<file path="src/rtl/flippy_pkg.sv">
// Constants shared by the column scheduler, Column and Display blocks.
// Also holds the letter LFSR step function.
package flippy_pkg;

  localparam int unsigned NUM_COLS  = 3;
  localparam int unsigned LETTER_W  = 8;
  localparam int unsigned YPOS_W    = 5;
  localparam int unsigned COL_IDX_W = $clog2(NUM_COLS);

  localparam logic [LETTER_W-1:0] LFSR_SEED = 8'h01;
  // Taps 8,6,5,4 of x^8+x^6+x^5+x^4+1 as a bit mask.
  localparam logic [LETTER_W-1:0] LFSR_TAPS = 8'hB8;

  function automatic logic [LETTER_W-1:0] lfsr_next(input logic [LETTER_W-1:0] s);
    return {s[LETTER_W-2:0], ^(s & LFSR_TAPS)};
  endfunction

endpackage

</file>
<file path="src/rtl/letter_lfsr.sv">
// Free-running 8-bit Fibonacci LFSR that supplies nonzero letter codes.
module letter_lfsr
  import flippy_pkg::*;
(
  input  logic                clock,
  input  logic                reset_signal,
  output logic [LETTER_W-1:0] value
);

  always_ff @(posedge clock) begin
    if (reset_signal) begin
      value <= LFSR_SEED;
    end else begin
      value <= lfsr_next(value);
    end
  end

endmodule

</file>
<file path="src/rtl/column_scheduler.sv">
// Generates the shared fall tick, paces spawn requests and grants them
// round-robin to idle columns, tagging each spawn with an LFSR letter.
module column_scheduler
  import flippy_pkg::*;
#(
  parameter int unsigned TICK_BASE = 25_000_000,
  parameter int unsigned TICK_MIN  = 2_500_000,
  parameter int unsigned TICK_STEP = 500_000,
  parameter int unsigned SPAWN_GAP = 4
) (
  input  logic                clock,
  input  logic                reset_signal,
  input  logic                enable,
  input  logic [7:0]          score,
  input  logic [NUM_COLS-1:0] col_active,
  output logic                fall_tick,
  output logic [NUM_COLS-1:0] spawn,
  output logic [LETTER_W-1:0] letter_out
);

  logic [31:0]          cnt;
  logic [31:0]          period_q;
  logic [31:0]          gap_cnt;
  logic                 pending;
  logic [COL_IDX_W-1:0] last_grant;

  logic [31:0]          product;
  logic [31:0]          raw;
  logic [31:0]          period_calc;
  logic                 wrap;
  logic                 expiry;
  logic                 grant_found;
  logic [COL_IDX_W-1:0] grant_idx;
  logic [COL_IDX_W-1:0] cand_idx;
  logic [31:0]          cand;
  logic [LETTER_W-1:0]  lfsr_value;

  letter_lfsr u_letter_lfsr (
    .clock        (clock),
    .reset_signal (reset_signal),
    .value        (lfsr_value)
  );

  // Product is checked separately so a large level cannot wrap the subtraction.
  always_comb begin
    product     = 32'(TICK_STEP) * {27'd0, score[7:3]};
    raw         = 32'(TICK_BASE) - product;
    period_calc = raw;
    if (product >= 32'(TICK_BASE) || raw < 32'(TICK_MIN)) begin
      period_calc = 32'(TICK_MIN);
    end
  end

  assign wrap   = enable && (cnt == period_q - 32'd1);
  assign expiry = wrap && (gap_cnt == 32'(SPAWN_GAP - 1));

  // Search starts one past the last grant so every column gets a fair turn.
  always_comb begin
    grant_found = 1'b0;
    grant_idx   = last_grant;
    cand        = 32'd0;
    cand_idx    = '0;
    for (int unsigned k = 1; k <= NUM_COLS; k++) begin
      cand     = (32'(last_grant) + k) % NUM_COLS;
      cand_idx = COL_IDX_W'(cand);
      if (!grant_found && !col_active[cand_idx]) begin
        grant_found = 1'b1;
        grant_idx   = cand_idx;
      end
    end
  end

  always_ff @(posedge clock) begin
    if (reset_signal) begin
      cnt        <= 32'd0;
      period_q   <= 32'(TICK_BASE);
      gap_cnt    <= 32'd0;
      pending    <= 1'b0;
      last_grant <= COL_IDX_W'(NUM_COLS - 1);
      fall_tick  <= 1'b0;
      spawn      <= '0;
      letter_out <= '0;
    end else begin
      fall_tick <= 1'b0;
      spawn     <= '0;
      if (enable) begin
        if (wrap) begin
          cnt       <= 32'd0;
          period_q  <= period_calc;
          fall_tick <= 1'b1;
          gap_cnt   <= (gap_cnt == 32'(SPAWN_GAP - 1)) ? 32'd0 : gap_cnt + 32'd1;
        end else begin
          cnt <= cnt + 32'd1;
        end
        if (pending && grant_found) begin
          spawn      <= NUM_COLS'(1) << grant_idx;
          letter_out <= lfsr_value;
          last_grant <= grant_idx;
          pending    <= 1'b0;
        end
        // A fresh expiry re-arms the request even if the old one was just served.
        if (expiry) begin
          pending <= 1'b1;
        end
      end
    end
  end

endmodule
</file>
<file path="config.mk">
export PLATFORM = sky130hd
export DESIGN_NAME = column_scheduler
export DESIGN_NICKNAME = d
export VERILOG_FILES = /design/src/rtl/flippy_pkg.sv /design/src/rtl/letter_lfsr.sv /design/src/rtl/column_scheduler.sv
export SDC_FILE = /design/constraint.sdc
export NUM_CORES = 1
export LEC_CHECK = 0
export ABC_AREA = 1
export BUFFER_PORTS_ARGS = -buffer_cell sky130_fd_sc_hd__buf_2
export CAP_MARGIN = 20
export CORE_MARGIN = 3
export CORE_UTILIZATION = 55
export DETAILED_ROUTE_END_ITERATION = 12
export GPL_TIMING_DRIVEN = 0
export PLACE_DENSITY = 0.81
export SLEW_MARGIN = 10
export SYNTH_ARGS = -nofsm -noshare
export SYNTH_HDL_FRONTEND = slang
export SYNTH_SLANG_ARGS = --single-unit
</file>
<file path="constraint.sdc">
create_clock -name clock -period 9.5 [get_ports clock]
set_input_delay 0.95 -clock clock [delete_from_list [all_inputs] [get_ports clock]]
set_output_delay 0.95 -clock clock [all_outputs]
set_load 0.02 [all_outputs]
</file>
**Word-level counts from Yosys, hierarchy flattened**

Cells that the tools add are included.

- Output and inout port bits: 12
- Logic and storage cells: 62
- Input bits: 14
- Register bits after elaboration: 119

- Shifts and indexed selects: 1
- Bitwise gates (word level): 2
- Add/sub/neg operators: 7
- Reductions and logical operators: 15
- Mux-type cells: 18
- Multipliers: 1
- Div/mod/pow operators: 3
- Magnitude comparators: 4
- Eq/ne operators: 2

Operator list:

| operator | count |
|---|---|
| modulo 32 x 2 -> 32 bit (second input constant) | 3 |
| two-way mux 32 bit | 3 |
| adder 32 x 1 -> 32 bit (second input constant) | 2 |
| equality test 32 x 2 -> 1 bit (second input constant) | 1 |
| equality test 32 bit | 1 |
| less-than comparator 32 x 22 -> 1 bit (second input constant) | 1 |
| subtractor 32 x 1 -> 32 bit (second input constant) | 1 |
| subtractor 25 x 24 -> 26 bit (first input constant) | 1 |
| multiplier 14 x 5 -> 19 bit (first input constant) | 1 |
| less-than comparator 2 x 3 -> 1 bit (second input constant) | 3 |
| two-way mux 1 bit | 9 |
| XOR reduction 8 bit | 1 |
| adder 2 x 2 -> 3 bit (second input constant) | 2 |
| binary-select mux 1 bit (select 2 bit) | 3 |
| two-way mux 2 bit | 3 |
| AND reduction 2 bit | 3 |
| logical AND 1 bit | 5 |
| adder 2 x 1 -> 3 bit (second input constant) | 1 |
| logical NOT 1 bit | 3 |
| OR reduction 3 bit | 1 |
| left shift 1 x 2 -> 3 bit (first input constant) | 1 |
| inverter 1 bit | 2 |
| nonzero test 2 bit | 1 |
| OR reduction 2 bit | 1 |

**Depth between registers and ports, before layout**

Gate-level depths: netlist of the first run.

- Word-level depth: 13
- Mapped depth: 20
- Depth with buffers taken out: 20

**By module**

A second synthesis of the first run with hierarchy kept.

- Cell total of the unflattened synthesis: 1350
- Area, all modules: 8439.3 um2

Modules (own cells, without submodules):

| module | instances | seq. area each (um2) | cells an instance | area an instance (um2) |
|---|---|---|---|---|
| column_scheduler | 1 | 1981.9 | 1310 | 8156.6 |
| letter_lfsr | 1 | 160.2 | 40 | 282.8 |

**Worst setup path after synthesis of the first run**

OpenSTA, ideal clock, no wires.

- Kind: input to register
- From: input port score[5]
- To: register period_q[24]
- Setup time: 130 ps
- Slack: 5697 ps
- Arrival time: 3673 ps
- Buffers on the path: 0
- Stages: 18
- Path through: ha_1 -> inv_1 -> fa_1 -> fa_1 -> inv_1 -> ha_1 -> nand2_1 -> nor2_1 -> nand3_1 -> a21o_1 -> nand2_1 -> inv_1 -> nor3_1 -> nand2_1 -> nor2_1 -> nor2_1 -> nand2_1 -> nand3_1

- Word-level cells in the longest chain between the ends: 4

RTL lines:

| element | RTL line | RTL |
|---|---|---|
| start: declaration | column_scheduler.sv:14 | `input logic [7:0] score,` |
| multiplier 14 x 5 -> 19 bit (*) | column_scheduler.sv:46 | `product = 32'(TICK_STEP) * {27'd0, score[7:3]};` |
| subtractor 25 x 24 -> 26 bit (*) | column_scheduler.sv:47 | `raw = 32'(TICK_BASE) - product;` |
| less-than comparator 32 x 22 -> 1 bit | column_scheduler.sv:49 | `if (product >= 32'(TICK_BASE) \|\| raw < 32'(TICK_MIN)) begin` |
| two-way mux 32 bit (*) | column_scheduler.sv:49 |  |
| end signal: assignment | column_scheduler.sv:76 | `period_q <= 32'(TICK_BASE);` |
| end signal: assignment | column_scheduler.sv:89 | `period_q <= period_calc;` |
| end: declaration | column_scheduler.sv:22 | `logic [31:0] period_q;` |

Every way passes the cells marked *; elsewhere a longest branch is shown, timed or not.
A chain may end at the register's enable or synchronous reset.

**Worst setup path after layout of the first run**

Ends and elaborated chain as after synthesis.

==> flow_summary.json, run 1 <==
{
  "status": "complete, no violations",
  "p_leak_nw": 3.77,
  "synth_edf_count": 0,
  "cp-end-kind": "flop",
  "layoutNonFillerInstCount": 1460,
  "grt_max_degree": 20,
  "max-slew-margin-rel_pct": 55.3,
  "crit_start": "score[5]",
  "wl_um": 19200,
  "fin_tns_setup_ns": 0,
  "gr-usage-all-layers_pct": 24.7,
  "ant_nets": 0,
  "synth_top_cell_area_share_pct": 26.7,
  "yosysMostFrequentCell": "nand2_1",
  "dieWidth_um": 127,
  "fillCellCount": 1382,
  "clock.fmax_mhz": 251,
  "synthTopCellsByArea": "dfxtp_1 (27%), nand2_1 (15%), inv_1 (7.7%)",
  "die_area_um2": 16100,
  "dp_hpwl_um": 15400,
  "synthesis.nets": 1297,
  "synth_common_cells": "nand2_1 (325), inv_1 (165), nor2_1 (136), dfxtp_1 (107), nand3_1 (82)",
  "rsz0062_at_grt": "false",
  "hold_viol_final": 0,
  "ys_ff_latch": 107,
  "area_growth_pct": 7.92,
  "syn-instance-count": 1244,
  "ys.flop_type": "dfxtp_1",
  "num-nets-final": 1329,
  "dp.cells": 1445,
  "drv_slew": 0,
  "cts_buffers": 9,
  "clk_path_buf_depth": 2,
  "avgSynthCellArea_um2": 6.46,
  "synth_largest_area_cell": "dfxtp_1",
  "cap_violations": 0,
  "cts_root_buf": "clkbuf_16",
  "ys_seq_area_share_pct": 26.7,
  "io_pins": 26,
  "grt_first_pass_wirelength_um": 33500,
  "drt_iter0_drc": 601,
  "r2r_end": "gap_cnt[22]",
  "post-route-period-util_pct": 41.9,
  "initial_core_util_pct": 57.0,
  "peakVddDrop_mv": 0.0882,
  "routabilityCongestion": 0.972,
  "clk_pin_slew_ns": 0.07,
  "viasPerCell": 5.36,
  "core_um2": 14100,
  "post_cts_buffers": 0,
  "p_per_area_nw_per_um2": 119,
  "cp-start-kind": "primary input",
  "grt_pass1_vias": 7310,
  "crit_end": "period_q[24]",
  "worstPathMaxFanout": 8,
  "clock_latency_ns": 0.36,
  "cts_max_level": 3,
  "reg2reg_from": "period_q[5]",
  "dieHeight_um": 127,
  "synth_warnings": 0,
  "async_flop_share_pct": 0,
  "tritoncts": "yes",
  "required_ns": 9.72,
  "syn_area_um2": 8040,
  "finalCriticalPeriod_ns": 3.98,
  "drive_gt1_share_pct": 7.11,
  "antenna_found_initial": 0,
  "cts_resized": 0,
  "portBuffers": 21,
  "cts.hold.buffers_added": 0,
  "finalSetupViolations": 0,
  "worst-setup-path-type": "primary input to flop",
  "clkSinkCount": 107,
  "drtPass1Iterations": 6,
  "finalHoldWorstSlack_ns": 0.427,
  "ff2ff_path_depth": 16,
  "rows": 43,
  "finalPower_mw": 1.03,
  "wl_per_cell_um": 13.2,
  "drc": 0,
  "antenna_cells": 0,
  "fin_skew_ns": 0.0118,
  "worst_slew_pin_slew_ns": 0.670,
  "utilization_pct": 61.5,
  "crit_arrival_ns": 4.20,
  "vias": 7820,
  "synth.distinct_cells": 48,
  "hp-class": "flop to flop",
  "worst-r2r-setup-slack_ns": 6.66,
  "grt_overflow": 0
}
per-layer routing:
| metal | vias up | wire length [µm] | GRT usage (%) |
|---|---|---|---|
| li1 | 4119 | - | - |
| met1 | 3476 | 9350 | 34.2 |
| met2 | 206 | 8670 | 40.6 |
| met3 | 19 | 976 | 4.04 |
| met4 | 0 | 242 | 5.68 |
| met5 | - | 0 | 0 |
registers in the layout, indices dropped and copies added, names as in the netlist:
name / flops
fall_tick: 1
cnt: 32
gap_cnt: 32
last_grant: 2
pending: 1
spawn: 3
u_letter_lfsr.value: 8
letter_out: 8
period_q: 20
how the worst min path moves through the flow:
stage	from	end	slack [ns]	cells past startpoint
3_3_place_gp	u_letter_lfsr.value[1]	u_letter_lfsr.value[2]	0.41	2
6_report	u_letter_lfsr.value[1]	u_letter_lfsr.value[2]	0.43	2
2_1_floorplan	u_letter_lfsr.value[0]	u_letter_lfsr.value[1]	0.40	2
4_1_cts	u_letter_lfsr.value[1]	u_letter_lfsr.value[2]	0.43	2
5_1_grt	u_letter_lfsr.value[0]	u_letter_lfsr.value[1]	0.45	2
3_5_place_dp	u_letter_lfsr.value[1]	u_letter_lfsr.value[2]	0.42	2
final cells by class:
type | instances | area [µm²] | area share [%]
repair buffers | 21 | 105 | 1.21
flip-flops and latches | 107 | 2140 | 24.7
clock buffers | 9 | 225 | 2.60
multi-input cells | 932 | 5060 | 58.3
clock inverters | 6 | 81.3 | 0.938
plain buffers | 32 | 186 | 2.15
inverters | 173 | 649 | 7.49
well taps | 180 | 225 | 2.60
stage by stage:
step / cell area, µm² / worst slack, ns
floorplan: 8040 / 5.70
global route: 8670 / 5.23
global placement: 8370 / 5.25
CTS: 8670 / 5.52
detailed placement: 8370 / 5.15
finish: 8670 / 5.52
critical path, cell delays in order:
cell and delay, ns:
buf_2 0.17, ha_1 0.31, inv_1 0.08, fa_1 0.44, fa_1 0.53, inv_1 0.05
ha_1 0.36, nand2_1 0.12, nor2_1 0.10, nand3_1 0.13, a21o_1 0.20, nand2_1 0.09
inv_1 0.07, nor3_1 0.26, nand2_1 0.10, nor2_1 0.09, nor2_1 0.04, nand2_1 0.06
nand3_1 0.06
power by group:
part	leakage [nW]	internal, mW	switching (mW)
clock network	0.150	0.209	0.177
logic	2.76	0.0703	0.124
registers	0.863	0.450	0.00118
kinds of logic (layout without fill, tap and decap cells):
logic type      count (synthesis)  count (layout)  synth area share, %
flops                         107             107                 26.7
xor+xnor                       75              75                 8.69
simple gates                  719             719                 40.9
mux                             1               1                0.140
compound gates                 98              98                 6.57
fa+ha+maj                      39              39                 6.63
buf+inv                       205             241                 10.4
placed cells by master (no fill, tap or decap), types with 4 or more instances in the layout:
cell type and count:
nor2_4 7, nand2_1 325, xnor2_1 21, xor2_1 51
dfxtp_1 107, buf_6 6, clkbuf_16 9, buf_4 4
nand3_1 82, nor3b_1 4, nor4_1 19, o22ai_1 4
a21oi_1 51, nor3_1 44, o21ai_0 29, inv_2 5
inv_1 165, nor2_2 9, nor2_1 136, nand4_1 73
fa_1 6, buf_2 26, ha_1 33, or2_2 6
clkbuf_1 16
Note: power is estimated with default switching activity, not from simulation.
==> run 2, diff against run 1 <==
--- a/config.mk
+++ b/config.mk
@@ -5,7 +5,7 @@
 export SDC_FILE = /design/constraint.sdc
 export NUM_CORES = 1
 export LEC_CHECK = 0
-export ABC_AREA = 1
+export ABC_AREA = 0
 export BUFFER_PORTS_ARGS = -buffer_cell sky130_fd_sc_hd__buf_2
 export CAP_MARGIN = 20
 export CORE_MARGIN = 3
==> constraint.sdc (replaced) <==
create_clock -name clock -period 3.7 [get_ports clock]
set_input_delay 0.37 -clock clock [delete_from_list [all_inputs] [get_ports clock]]
set_output_delay 0.37 -clock clock [all_outputs]
set_load 0.02 [all_outputs]
==> flow_summary.json, run 2 <==
{
  "cp-end-kind": "flop",
  "ys_ff_latch": 107,
  "status": "complete, no violations",
  "hold_viol_final": 0,
  "routabilityCongestion": 0.893,
  "ant_nets": 0,
  "worst-setup-path-type": "primary input to flop",
  "clkSinkCount": 107,
  "cp-start-kind": "primary input",
  "yosysMostFrequentCell": "dfxtp_1",
  "p_leak_nw": 2.84,
  "max-slew-margin-rel_pct": 42.3,
  "synth.distinct_cells": 63,
  "synth_top_cell_area_share_pct": 32.5,
  "clock.fmax_mhz": 284,
  "grt_first_pass_wirelength_um": 24500,
  "path_cells": "clkbuf_4 -> ha_1 -> inv_1 -> fa_1 -> fa_1 -> inv_1 -> ha_1 -> a2111o_1 -> a41oi_2 -> nor2_1 -> xnor2_2 -> nor2_4 -> and3b_2 -> a211oi_1 -> a211o_1",
  "gr-usage-all-layers_pct": 22.2,
  "drc": 0,
  "synth_common_cells": "dfxtp_1 (107), nor2_1 (80), nand2_1 (60), a21oi_1 (44), xor2_1 (44)",
  "crit_arrival_ns": 3.81,
  "clk_pin_slew_ns": 0.07,
  "worst_slew_pin_slew_ns": 0.843,
  "p_per_area_nw_per_um2": 374,
  "peakVddDrop_mv": 0.294,
  "drt_iter0_drc": 366,
  "dieHeight_um": 116,
  "cp_slowest_cell": "fa_1",
  "grt_max_degree": 19,
  "crit_start": "score[5]",
  "drive_gt1_share_pct": 7.88,
  "finalSetupViolations": 0,
  "mostFrequentLayoutCell": "dfxtp_1",
  "async_flop_share_pct": 0,
  "drv_slew": 0,
  "fillCellCount": 967,
  "multi_input_area_um2": 4250,
  "io_pins": 26,
  "syn-instance-count": 790,
  "finalCriticalPeriod_ns": 3.52,
  "cts.hold.buffers_added": 0,
  "synthesis.nets": 843,
  "synth_largest_area_cell": "dfxtp_1",
  "cts_buffers": 9,
  "swShare_pct": 26.8,
  "utilization_pct": 62.6,
  "cts_resized": 1,
  "place_ws_ns": -0.415,
  "ys.flop_type": "dfxtp_1",
  "antenna_found_initial": 0,
  "drtPass1Iterations": 5,
  "viasPerCell": 5.87,
  "clk_path_buf_depth": 2,
  "ys_seq_area_share_pct": 32.5,
  "reg2reg_from": "period_q[7]",
  "mostFrequentLayoutCells": "dfxtp_1 (107), nor2_1 (79), nand2_1 (60)",
  "intPower_mw": 1.98,
  "crit_path_max_incr_delay_ns": 0.52,
  "vias": 5678,
  "area_growth_pct": 9.69,
  "fin_tns_setup_ns": 0,
  "required_ns": 3.99,
  "initial_core_util_pct": 57.1,
  "final-seq-area_um2": 2140,
  "seqPwrFrac_pct": 42.8,
  "grt_pass1_vias": 5223,
  "post_cts_buffers": 0,
  "syn_area_um2": 6600,
  "num-nets-final": 874,
  "synth_edf_count": 0,
  "power.switching_uw": 726,
  "combPwrFrac_pct": 18.9,
  "wl_per_cell_um": 14.6,
  "core_um2": 11600,
  "cts_root_buf": "clkbuf_16",
  "dp_hpwl_um": 10500,
  "antenna_cells": 0,
  "min-delay-start": "reset_signal",
  "clkPwrFrac_pct": 38.2,
  "wl_um": 14200,
  "synthTopCellsByArea": "dfxtp_1 (32%), ha_1 (6.3%), xor2_1 (5.8%)",
  "top_regs": "cnt: 32 flops, gap_cnt: 32 flops, period_q: 20 flops",
  "timing.final.ws_setup_ns": 0.180,
  "worstPathMaxFanout": 10,
  "hp-class": "primary input to flop",
  "post-route-period-util_pct": 95.1,
  "avgSynthCellArea_um2": 8.35,
  "clock_latency_ns": 0.35,
  "portBuffers": 21,
  "rows": 39,
  "cap_violations": 0,
  "cts_max_level": 3,
  "synth_warnings": 0,
  "dieWidth_um": 116,
  "grt_overflow": 0,
  "rsz0062_at_grt": "false",
  "die_area_um2": 13300,
  "fin_skew_ns": 0.00791,
  "tritoncts": "yes"
}
## run 2: cell count changes in the layout (fill, tap and decap cells not counted), sizes merged, moves of 16 or more
cell,delta
and3,+16
nor3,-32
nand2,-269
xnor2,+22
mux2i,+21
nand4,-51
inv,-147
or3,+22
nor2,-73
nand3,-52
## run 2: path summary, 6_finish.rpt
path / to / slack [ns] / depth (start not counted)
setup / recovery: period_q[24] / 0.18 / 15
hold / removal: u_letter_lfsr.value[7] / 0.29 / 2
setup reg to reg: period_q[7] / 0.28 / 12
hold reg to reg: u_letter_lfsr.value[3] / 0.47 / 1
## run 2: cells by family after synthesis
kind of cell | after synthesis | synth area share, %
AND/OR/NAND/NOR | 333 | 27.0
buffers and inverters | 61 | 3.72
multiplexers | 21 | 3.19
AO/OA/AOI/OAI | 142 | 14.0
XOR/XNOR | 87 | 11.5
flip-flops | 107 | 32.5
adder cells (fa/ha/maj) | 39 | 8.08
## run 2: power groups by stage
stage                     combinational, mW  sequential [mW]  clock [mW]
after floorplan                       0.384             1.18           0
after global placement                0.470             1.19           0
after detailed placement              0.476             1.19           0
after CTS                             0.479             1.16        1.05
after global routing                  0.576             1.16        1.10
final                                 0.512             1.16        1.03
## run 2: per-stage QoR
step / power (mW) / cells / hold slack, ns / instance area, µm²
floorplan: 1.57 / 790 / 0.437 / 6600
global placement: 1.66 / 954 / 0.460 / 6880
detailed placement: 1.66 / 954 / 0.460 / 6880
CTS: 2.68 / 969 / 0.276 / 7200
global route: 2.83 / 968 / 0.305 / 7240
finish: 2.70 / 968 / 0.285 / 7240
## run 2: cell type report
| class | instances | area share (%) |
|---|---|---|
| multi-input combinational | 622 | 58.7 |
| timing repair buffer | 21 | 1.49 |
| tap | 143 | 2.47 |
| clock inverter | 6 | 1.31 |
| clock buffer | 9 | 3.11 |
| inverter | 24 | 1.24 |
| sequential | 107 | 29.6 |
| buffer | 36 | 2.11 |
## run 2: critical path: cells and delay by family
kind	cells	cell delay, ns
AOI/OAI and AO/OA	4	1.03
xor gates and xnor gates	1	0.23
adders and majority gates	4	1.50
buffers and inverters	3	0.29
and+or+nand+nor	3	0.39
## run 2: metal layers
layer  part of all wire (%)  wire length [µm]  up-vias  global-route usage [%]
li1                       -                 -     2913                       -
met1                     50              7030     2610                    31.4
met2                     44              6260      138                    35.0
met3                    4.9               695       17                    4.44
met4                    1.4               192        0                    5.48
met5                      0                 0        -                       0
